`src/rtl/alu_pipe.sv`:
```
// alu_pipe: registered execute-stage ALU with valid/ready handshakes; define ALU_MUL_EN for iterative MUL on op 111.
module alu_pipe #(
   parameter int WIDTH = 16
) (
   input  logic             clk,
   input  logic             reset,
   input  logic             in_valid,
   output logic             in_ready,
   input  logic [2:0]       op,
   input  logic [WIDTH-1:0] src1,
   input  logic [WIDTH-1:0] src2,
   output logic             out_valid,
   input  logic             out_ready,
   output logic [WIDTH-1:0] result,
   output logic [3:0]       flags
);
   localparam int SH_W = $clog2(WIDTH);
   logic [SH_W-1:0]  sh;
   logic [WIDTH:0]   sum, diff;
   logic [WIDTH-1:0] res;
   logic             c, v, fire, idle, is_mul;
   assign sh   = src2[SH_W-1:0];
   assign sum  = {1'b0, src1} + {1'b0, src2};
   assign diff = {1'b0, src1} - {1'b0, src2};
   always_comb begin
      case (op)
         3'b000: res = sum[WIDTH-1:0];
         3'b001: res = diff[WIDTH-1:0];
         3'b010: res = src1 & src2;
         3'b011: res = src1 | src2;
         3'b100: res = src1 ^ src2;
         3'b101: res = src1 << sh;
         3'b110: res = src1 >> sh;
`ifdef ALU_MUL_EN
         3'b111: res = '0;
`else
         3'b111: res = $signed(src1) >>> sh;
`endif
      endcase
   end
   assign c = op == 3'b000 ? sum[WIDTH] : op == 3'b001 ? diff[WIDTH] : 1'b0;
   assign v = op == 3'b000 ? (src1[WIDTH-1] == src2[WIDTH-1]) && (sum[WIDTH-1] != src1[WIDTH-1]) :
              op == 3'b001 ? (src1[WIDTH-1] != src2[WIDTH-1]) && (diff[WIDTH-1] != src1[WIDTH-1]) : 1'b0;
   assign in_ready = !reset && idle && (!out_valid || out_ready);
   assign fire     = in_valid && in_ready;
`ifdef ALU_MUL_EN
   typedef enum logic {IDLE, BUSY} state_t;
   state_t           state;
   logic [WIDTH-1:0] acc, ma, mb, acc_n;
   logic [SH_W-1:0]  cnt;
   assign acc_n  = acc + (mb[0] ? ma : '0);
   assign idle   = state == IDLE;
   assign is_mul = op == 3'b111;
`else
   assign idle   = 1'b1;
   assign is_mul = 1'b0;
`endif
   always_ff @(posedge clk) begin
      if (reset) begin
         out_valid <= 1'b0;
         result    <= '0;
         flags     <= '0;
`ifdef ALU_MUL_EN
         state     <= IDLE;
         acc       <= '0;
         ma        <= '0;
         mb        <= '0;
         cnt       <= '0;
`endif
      end else begin
         if (out_valid && out_ready)
            out_valid <= 1'b0;
         if (fire && !is_mul) begin
            result    <= res;
            flags     <= {res == '0, res[WIDTH-1], c, v};
            out_valid <= 1'b1;
         end
`ifdef ALU_MUL_EN
         if (fire && is_mul) begin
            state <= BUSY;
            acc   <= '0;
            ma    <= src1;
            mb    <= src2;
            cnt   <= SH_W'(WIDTH - 1);
         end
         if (state == BUSY) begin
            acc <= acc_n;
            ma  <= ma << 1;
            mb  <= mb >> 1;
            cnt <= cnt - 1'b1;
            if (cnt == '0) begin
               state     <= IDLE;
               result    <= acc_n;
               flags     <= {acc_n == '0, acc_n[WIDTH-1], 2'b00};
               out_valid <= 1'b1;
            end
         end
`endif
      end
   end
endmodule

```
`config.mk`:
```
export PLATFORM = sky130hd
export DESIGN_NAME = alu_pipe
export DESIGN_NICKNAME = d
export VERILOG_FILES = /design/src/rtl/alu_pipe.sv
export SDC_FILE = /design/constraint.sdc
export NUM_CORES = 1
export LEC_CHECK = 0
export ABC_AREA = 1
export BUFFER_PORTS_ARGS = -buffer_cell sky130_fd_sc_hd__buf_2
export CORE_AREA = 2 2 122 124
export DETAILED_ROUTE_END_ITERATION = 10
export DIE_AREA = 0 0 124 126
export PLACE_DENSITY = 0.58
export SLEW_MARGIN = 20
export SYNTH_ARGS = -nofsm -noshare
export SYNTH_HDL_FRONTEND = slang
export SYNTH_SLANG_ARGS = --single-unit
```
`constraint.sdc`:
```
create_clock -name clk -period 3.8 [get_ports clk]
set_input_delay 0.76 -clock clk [delete_from_list [all_inputs] [get_ports clk]]
set_output_delay 0.76 -clock clk [all_outputs]
set_load 0.005 [all_outputs]
```
==> reports/summary.txt, run 1 <==
Met1 Usage GRT -> 34.5%
Critical path, cell by cell -> buf_2, inv_2, ha_1, nand3_1, nand2_1, nand3_1, nand2_1, nand3b_1, nand3_1, nand3_1, nand2_1, nand3_1, nor2_1, nand2_1, a21oi_2
Clock Tree Buf Depth -> 2
Area occupied by multi-input gates -> 3850 µm²
Ys async rst share -> 0%
Count of input and output buffers -> 60
CTS Hold Bufs -> 0
Period utilisation layout -> 79.9%
Critical path launch point type -> input pin
Vias -> 6202
CTS tree -> built
Synth area leaders -> nand2_1, nand3_1, ha_1
Register area -> 400 µm²
Max-Cap Viols -> 0
Worst relative slew slack -> 55.9%
Proportion of layout cells with a drive suffix above 1 -> 10.1%
Layout Skew -> 0.00178 ns
RSZ-0062 raised after global routing -> no
Yosys top cell area share -> 22.2%
Wire per inst -> 16.2 µm
Worst hold start -> result[7]$_SDFFE_PP0P_
Slowest stage delay, CP -> 0.52 ns
Die area -> 15600 µm²
# nets final -> 1061
Final setup vio count -> 0
Worst hold-check path type -> reg2reg
Worst Setup End Kind -> flip-flop
Power Density -> 210 nW/µm²
Outcome -> finished clean
Cell family with the largest share of critical-path delay -> simple AND/OR/NAND/NOR gates
Worst skew pair latency -> 0.25 ns
CTS resizes -> 0
Yosys warning total -> 0
Starting Density -> 34.2%
Placed Cells -> 1150
Io pins -> 61
Post-layout min period -> 3.04 ns
CORE AREA -> 14300 µm²
Drt initial violations -> 811
Post-Layout Cell Count -> 1154
Synth Net Count -> 1024
Most frequent cell after synthesis -> nand2_1
Height of the die -> 126 µm
GRT overflow -> 0
Synth cell types -> 42
Antenna violations before repair -> 0
Top FF cell, synth -> dfxtp_1
Cell mode on critical path -> nand3_1
Post-CTS setup buffer count -> 0
Syn avg cell area -> 5.24 µm²
Clock slew at reported path FFs -> 0.05 ns
VDD IR-drop max -> 0.168 mV
Post-DRT Antenna Nets -> 0
Max-slew violation count -> 0
Diode count -> 0
Worst R2R Start -> out_valid$_SDFFE_PP0P_
Number of global-route vias before repair -> 5581
Die W -> 124 µm
Fin. Hold Viols -> 0
Largest net degree at the start of global routing -> 35
Post-Syn Instances -> 934
Worst slew pin tran -> 0.661 ns
Num CTS Buffers -> 3
EDFF count, synth -> 0
Met3 Resource Use GR -> 3.40%
CP required -> 3.99 ns
Crit-path max FO -> 34
Crit path DAT -> 3.22 ns
WS Path Type -> in2reg
DRT Wirelength -> 18.7 mm
Register area share after synthesis -> 8.19%
HPWL after DPL -> 15.4 mm
Mapped Area -> 4890 µm²
Drt drc -> 0
First-pass GRT wire length -> 29.5 mm
TNS Setup -> 0 ns
Fillers -> 1700
Buf/Inv on CP -> 2
Root Driver -> clkbuf_16
Total track usage -> 23.9%
FP Rows -> 44
M2 GR Usage -> 36.0%
Vias/cell -> 5.37
Leak -> 3.04 nW
Post-synth top area cell -> nand2_1
#FFs+latches synth -> 20
Most used routing layer -> met2
CTS H-tree depth -> 1
Crit path from -> src2[1]
CP max-delay cell -> buf_2
DR pass1 iterations -> 8
Clk sinks -> 20
Synth top cells by count -> nand2_1, nand3_1, inv_1
Max Freq -> 329 MHz
Routability cong. -> 0.964
Area Overhead vs Synth -> 9.95%
## final cells by class
| class | count | area share (%) |
|---|---|---|
| repair buffers | 69 | 6.84 |
| flip-flops and latches | 20 | 7.45 |
| well taps | 184 | 4.28 |
| multi-input cells | 760 | 71.6 |
| inverters | 117 | 8.21 |
| clock buffers | 4 | 1.65 |
## worst min-delay path, cell delays in order, from the launching register on
cell	delay [ns]
dfxtp_1	0.30
nand3_1	0.07
nand2_1	0.05
## cells by family (layout without fill, tap and decap cells)
family                     Yosys count  after routing  share of synthesized area, %
DFF                                 20             20                          8.19
and+or+nand+nor                    598            598                          52.4
AOI/OAI and AO/OA                  107            107                          12.2
buffers and inverters              154            190                          13.1
xor gates and xnor gates             4              4                         0.716
adders and majority gates           51             51                          13.4
## flip-flops by register name (all words and copies together) (netlist names)
name       count
result        15
out_valid      1
flags          4
## placed cells by master (no fill, tap or decap), types with 5 or more instances in the layout
cell type / n
nand2_2: 8
o21bai_1: 5
nor3_1: 8
ha_1: 49
dfxtp_1: 20
buf_4: 9
inv_1: 107
buf_2: 60
nand3_1: 168
a21oi_1: 44
nand2_1: 289
inv_2: 8
nand4_1: 13
o21ai_0: 37
nor2_1: 96
## per-stage QoR
| step | utilization (%) | instance area [µm²] | total power, mW | hold slack [ns] | setup WS (ns) |
|---|---|---|---|---|---|
| 2_1_floorplan | - | 4890 | 0.687 | 0.466 | 0.795 |
| 3_3_place_gp | 36.9 | 5290 | 0.893 | 0.462 | 0.567 |
| 3_5_place_dp | 36.9 | 5290 | 0.889 | 0.461 | 0.565 |
| 4_1_cts | 37.6 | 5380 | 1.13 | 0.471 | 0.824 |
| 5_1_grt | 37.6 | 5380 | 1.23 | 0.503 | 0.579 |
| 6_report | 37.6 | 5380 | 1.13 | 0.466 | 0.763 |
## path summary, 6_finish.rpt
| check | to | slack [ns] | cells after the start |
|---|---|---|---|
| worst min register to register | result[7]$_SDFFE_PP0P_ | 0.47 | 2 |
| worst max-delay path | flags[3]$_SDFFE_PP0P_ | 0.76 | 15 |
| worst max register to register | flags[3]$_SDFFE_PP0P_ | 2.09 | 10 |
| worst min-delay path | result[7]$_SDFFE_PP0P_ | 0.47 | 2 |
## per-layer routing
layer,up-vias,wire length [µm]
li1,3098,-
met1,2742,8480
met2,317,7870
met3,45,1650
met4,0,748
met5,-,0
## report_power, final
group | internal, mW | total, mW | leakage [nW] | switching, mW
Sequential | 0.228 | 0.236 | 0.164 | 0.00823
Clock | 0.160 | 0.231 | 0.0442 | 0.0707
Combinational | 0.208 | 0.665 | 2.83 | 0.457
Total | 0.596 | 1.13 | 3.04 | 0.536
Power figures use the tool's default switching activity.
==> run 2, diff against run 1 <==
Settings changed: ABC_AREA 1 to 0, PLACE_DENSITY 0.58 to 0.6.
Clock period 3.8 ns to 2.6 ns, I/O delays scaled along.
==> run 2 against run 1 <==
  * The run now ends with setup timing left
  * Global-route usage up 3.0 points
  * Largest cell class unchanged
  * Core utilization up 18 points
  * Sequential power up 48%
  * Sequential share of layout area down 2.4 points
  * Synthesized area up 0.84%
  * Critical path depth down 2
  * Sequential cell count unchanged
  * Combinational power up 150%
  * Die area unchanged
==> reports/summary.txt, run 2 <==
Outcome -> finished with violations
Violated checks -> setup timing
Drt drc -> 0
Fin. Hold Viols -> 0
Die area -> 15600 µm²
Area Overhead vs Synth -> 61.8%
Vias -> 6266
Ys async rst share -> 0%
Drt initial violations -> 409
Yosys top cell area share -> 12.4%
Critical path launch point type -> input pin
Met1 Usage GRT -> 34.9%
HPWL after DPL -> 17.4 mm
Met3 Resource Use GR -> 3.94%
Final Core Density -> 55.8%
Max Freq -> 364 MHz
EDFF count, synth -> 0
CP max-delay cell -> mux4_2
DRT Wirelength -> 22.0 mm
Synth top cells by count -> nand2_1, ha_1, inv_1
Worst reg-to-reg setup slack -> 0.42 ns
Clk sinks -> 20
RSZ-0062 raised after global routing -> yes
Worst Setup End Kind -> flip-flop
Max-slew violation count -> 0
Period utilisation layout -> 106%
Total track usage -> 26.9%
FP Rows -> 44
VDD IR-drop max -> 0.171 mV
Antenna violations before repair -> 0
Syn avg cell area -> 7.60 µm²
Count of input and output buffers -> 60
DR pass1 iterations -> 5
Height of the die -> 126 µm
Leak -> 3.62 nW
Diode count -> 0
End of the worst hold path -> result[0]$_SDFFE_PP0P_
WHS Path Cells -> 2
Most used routing layer -> met2
Clock Tree Buf Depth -> 2
M2 GR Usage -> 44.9%
Post-layout min period -> 2.75 ns
Worst R2R Start -> out_valid$_SDFFE_PP0P_
Minimum hold slack -> 0.471 ns
Post-DRT Antenna Nets -> 0
Worst slew pin tran -> 0.881 ns
Buf/Inv on CP -> 4
Worst skew pair latency -> 0.25 ns
Number of global-route vias before repair -> 6180
Slowest stage delay, CP -> 0.30 ns
Largest net degree at the start of global routing -> 31
CTS H-tree depth -> 1
Wire per inst -> 20.1 µm
Top Registers -> result: 15 flops, flags: 4 flops, out_valid: 1 flops
Dpl cell area -> 6930 µm²
Most frequent cell after synthesis -> nand2_1
Routability cong. -> 0.986
#FFs+latches synth -> 20
Vias/cell -> 5.73
Layout Skew -> 0.00167 ns
Register area share after synthesis -> 8.12%
Post-route cell area -> 7980 µm²
Post-synth top area cell -> ha_1
First-pass GRT wire length -> 32.9 mm
Synth cell types -> 76
Synth area leaders -> ha_1, dfxtp_1, mux4_2
Mapped Area -> 4930 µm²
Power Density -> 294 nW/µm²
Placement Setup Slack -> -1.04 ns
Cell family with the largest share of critical-path delay -> compound AO/OA/AOI/OAI gates
Die W -> 124 µm
Placed Cells -> 1064
Fillers -> 1354
TNS Setup -> -0.239 ns
Worst hold start -> result[0]$_SDFFE_PP0P_
Final setup vio count -> 4
PnR worst setup slack -> -0.150 ns
Commonest cells after routing, fill and taps aside -> buf_4, nand2_1, buf_2, o21ai_0, inv_1
Post-Syn Instances -> 649
Top FF cell, synth -> dfxtp_1
Clock slew at reported path FFs -> 0.05 ns
Proportion of layout cells with a drive suffix above 1 -> 49.0%
Num CTS Buffers -> 3
Root Driver -> clkbuf_16
Yosys warning total -> 0
Crit-path max FO -> 7
Biggest register -> result
CORE AREA -> 14300 µm²
Max reg flops -> 15
Critical path, cell by cell -> buf_6, buf_8, buf_4, buf_4, mux4_2, mux2_2, nand2_1, nand4_1, o21a_1, a211o_1, nor2b_1, nand4_1, o31ai_1
Commonest non-fill, non-tap cell in the layout -> buf_4
Path depth of the worst reg2reg path -> 10
Worst relative slew slack -> 41.1%
WS Path Type -> in2reg
Max-Cap Viols -> 0
Synth Net Count -> 739
Reg2Reg Capture Point -> flags[3]$_SDFFE_PP0P_
Post-Layout Cell Count -> 1093
CTS tree -> built
CP required -> 2.77 ns
Worst hold-check path type -> reg2reg
GRT overflow -> 0
Io pins -> 61
Final Power -> 2.35 mW
Crit path DAT -> 2.92 ns
Critical Path Stages -> 13
# nets final -> 1000
CTS Hold Bufs -> 0
Starting Density -> 34.5%
run 2: changes by cell type after synthesis, sizes merged, moves of 11 or more:
cell    change
nand2     -236
nor2       -64
nand2b     +13
mux2i      +26
o21ai      +13
nand3     -156
clkbuf     +14
a211oi     +11
o211ai     +11
mux4       +23
nand3b     +19
inv        -67
run 2: report_power, final:
part | total (mW) | internal (mW) | leakage, nW | switching (mW)
registers | 0.349 | 0.336 | 0.165 | 0.0137
clock network | 0.342 | 0.234 | 0.0442 | 0.108
logic | 1.66 | 0.832 | 3.41 | 0.825
total | 2.35 | 1.40 | 3.62 | 0.946
run 2: tightest hold or removal path, stage by stage (launching register included):
cell      delay [ns]
dfxtp_1         0.30
nand2b_1        0.07
a21oi_1         0.06
run 2: how the worst max path moves through the flow:
stage                       endpoint  slack [ns]      from
2_1_floorplan  flags[3]$_SDFFE_PP0P_       -0.18   src2[2]
3_3_place_gp   flags[3]$_SDFFE_PP0P_       -0.99   src1[9]
3_5_place_dp   flags[3]$_SDFFE_PP0P_       -1.04   src1[9]
4_1_cts        flags[3]$_SDFFE_PP0P_       -0.19   src2[0]
5_1_grt        flags[3]$_SDFFE_PP0P_       -0.28  src1[10]
6_report       flags[3]$_SDFFE_PP0P_       -0.15   src2[1]
run 2: metal layers:
| layer | up-vias | part of all wire, % |
|---|---|---|
| li1 | 2940 | - |
| met1 | 3017 | 42 |
| met2 | 255 | 48 |
| met3 | 54 | 6.7 |
| met4 | 0 | 3.9 |
| met5 | - | 0 |
run 2: cell type report:
class	count	area, µm²	area share (%)
multi-input combinational	526	4710	59.0
tap	184	230	2.88
timing repair buffer	307	2320	29.1
clock buffer	4	88.8	1.11
inverter	52	228	2.85
sequential	20	400	5.02
run 2: cells by family after synthesis:
group / share of synthesized area, %
AOI/OAI and AO/OA: 29.2
xor gates and xnor gates: 2.13
adders and majority gates: 13.2
buffers and inverters: 9.51
DFF: 8.12
muxes: 17.1
and+or+nand+nor: 20.7
run 2: repair_timing:
| item | 4_1_cts | 5_1_grt |
|---|---|---|
| buffers inserted | 15 | 10 |
| endpoints found under the setup margin | 13 | 13 |
| pin swaps | 49 | 48 |
| resized for setup | 91 | 95 |
| hold endpoints to repair | 0 | 0 |
==> run 3, diff against run 2 <==
Settings changed: ABC_AREA 0 to 1.
Clock period 2.6 ns to 2.5 ns, I/O delays scaled along.
==> run 3 against run 2 <==
  * The flow now finishes without violations
  * Highest routed layer unchanged
  * Global-route usage down 1.9 points
  * Sequential power is 3% higher
  * Combinational power fell by 22%
  * Via count increased by 4.4%
  * Non-clock buffer count is 124 lower
  * Final cell count grew 16%
  * Design area decreased by 20%
  * Hold slack about the same
  * Wire length is 11% lower
  * Die area did not move
  * Count of clock-buffer cells in the layout decreased by 1
  * Largest power group unchanged
==> reports/summary.txt, run 3 (synthesized netlist as in run 1, its figures left out) <==
Total track usage -> 25.0%
Vias -> 6539
Clk sinks -> 20
Height of the die -> 126 µm
Highest metal layer with signal wires -> met4
Clock Tree Buf Depth -> 2
Routability cong. -> 0.994
DR pass1 iterations -> 7
CTS tree -> built
Num CTS Buffers -> 3
Combinational fraction of design power -> 65.6%
P_int -> 1.09 mW
VDD IR-drop max -> 0.217 mV
Area occupied by multi-input gates -> 3970 µm²
# nets final -> 1175
Worst hold-check path type -> reg2reg
Leak -> 3.60 nW
First-pass GRT wire length -> 31.0 mm
Worst relative slew slack -> 69.4%
Post-Layout Cell Count -> 1267
Worst Setup End Kind -> flip-flop
GRT overflow -> 0
Seq pwr share -> 18.3%
Io pins -> 61
Metal3 WL -> 1.53 mm
Routed length on met1 -> 8.83 mm
Crit path DAT -> 2.58 ns
Starting Density -> 34.2%
Switch Pwr -> 0.880 mW
CP max-delay cell -> nor2_1
Vias/cell -> 5.16
Diode count -> 0
Post-DRT Antenna Nets -> 0
Area Overhead vs Synth -> 30.8%
Worst reg-to-reg setup slack -> 1.05 ns
Clock power share -> 16.1%
Crit path from -> src2[0]
Proportion of layout cells with a drive suffix above 1 -> 22.3%
Layout Skew -> 0.000936 ns
Post-layout min period -> 2.39 ns
Minimum hold slack -> 0.472 ns
Drt initial violations -> 714
Fillers -> 1596
Max-slew violation count -> 0
Path depth of the worst reg2reg path -> 9
DR WL met2 -> 8.87 mm
Critical path, cell by cell -> buf_2, buf_12, inv_4, buf_12, nand2_1, nand3_1, nand2_1, nand2_1, nand2_1, nor2_1, nor2_1, nand2_1, nor2_2, nand2_2, nor2_4, nand2_1, nor2_1, nand2_1, a21oi_2
Placement Setup Slack -> -0.227 ns
Root Driver -> clkbuf_16
Antenna violations before repair -> 0
Largest net degree at the start of global routing -> 34
CORE AREA -> 14300 µm²
Biggest register -> result
Slowest stage delay, CP -> 0.20 ns
Max Freq -> 418 MHz
Final setup vio count -> 0
Top Registers -> result: 15 flops, flags: 4 flops, out_valid: 1 flops
Critical path launch point type -> input pin
Crit-path max FO -> 18
Outcome -> finished clean
CP required -> 2.69 ns
HPWL after DPL -> 16.4 mm
Placed Cells -> 1261
Final Power -> 1.97 mW
Fin. Hold Viols -> 0
Clock slew at reported path FFs -> 0.05 ns
Cell mode on critical path -> nand2_1
WS Path Type -> in2reg
Number of global-route vias before repair -> 6079
Worst slew pin tran -> 0.459 ns
Worst R2R Start -> out_valid$_SDFFE_PP0P_
FP Rows -> 44
Reg2Reg Capture Point -> flags[3]$_SDFFE_PP0P_
Period utilisation layout -> 95.6%
DRT Wirelength -> 19.6 mm
Worst skew pair latency -> 0.25 ns
Max-Cap Viols -> 0
Wire per inst -> 15.5 µm
Drt drc -> 0
Worst hold start -> result[1]$_SDFFE_PP0P_
WHS Path Cells -> 2
CTS H-tree depth -> 1
Switching share of power -> 44.8%
Max reg flops -> 15
Commonest non-fill, non-tap cell in the layout -> nand2_1
Power Density -> 307 nW/µm²
Register area -> 400 µm²
Die area -> 15600 µm²
Commonest cells after routing, fill and taps aside -> nand2_1, nand3_1, buf_4, inv_1, nor2_1
PnR worst setup slack -> 0.109 ns
CTS Hold Bufs -> 0
Count of input and output buffers -> 60
Worst setup path endpoint -> flags[3]$_SDFFE_PP0P_
Die W -> 124 µm
## run 3: cell types whose count changed in the layout (fill, tap and decap cells not counted), sizes merged, moves of 19 or more
cell | previous run | this run
nand3b | 21 | 2
nand3 | 13 | 169
nor2 | 35 | 99
mux4 | 23 | 0
mux2i | 26 | 0
inv | 49 | 116
nand2 | 61 | 297
buf | 307 | 183
## run 3: metrics by stage
step | area, µm² | utilization [%] | TNS, ns
floorplan | 4920 | - | 0
global placement | 6160 | 43.1 | -0.326
detailed placement | 6160 | 43.1 | -0.357
CTS | 6240 | 43.6 | 0
global route | 6400 | 44.7 | -0.0643
finish | 6400 | 44.7 | 0
## run 3: what timing repair did
| item | CTS | global route |
|---|---|---|
| gates resized for setup | 0 | 39 |
| setup endpoints to repair | 0 | 3 |
| setup buffers | 0 | 3 |
| hold endpoints to repair | 0 | 0 |
## run 3: layout make-up
cell class | count | area share [%]
Tap cell | 184 | 3.60
Multi-Input combinational cell | 760 | 62.0
Timing Repair Buffer | 183 | 19.9
Inverter | 117 | 6.98
Clock buffer | 3 | 1.17
Sequential cell | 20 | 6.26
## run 3: worst min-delay path by stage
stage	end	slack [ns]
CTS	result[7]$_SDFFE_PP0P_	0.47
global route	result[7]$_SDFFE_PP0P_	0.50
global placement	result[1]$_SDFFE_PP0P_	0.46
finish	result[1]$_SDFFE_PP0P_	0.47
floorplan	result[14]$_SDFFE_PP0P_	0.47
detailed placement	result[7]$_SDFFE_PP0P_	0.46
## run 3: power by group through the flow
stage,Clock [mW],Combinational (mW),Sequential [mW]
floorplan,0,0.682,0.369
global placement,0,1.22,0.366
detailed placement,0,1.21,0.366
CTS,0.323,1.22,0.360
global route,0.337,1.42,0.363
finish,0.317,1.29,0.360
## run 3: critical path: cells and delay by family
kind	cells	cell delay, ns
AOI/OAI and AO/OA	1	0.10
buffers and inverters	4	0.54
and+or+nand+nor	14	1.44
## run 3: per-layer routing
| layer | up-vias | track usage (%) |
|---|---|---|
| li1 | 3327 | - |
| met1 | 2907 | 35.9 |
| met2 | 279 | 40.3 |
| met3 | 26 | 2.40 |
| met4 | 0 | 5.62 |
| met5 | - | 0 |
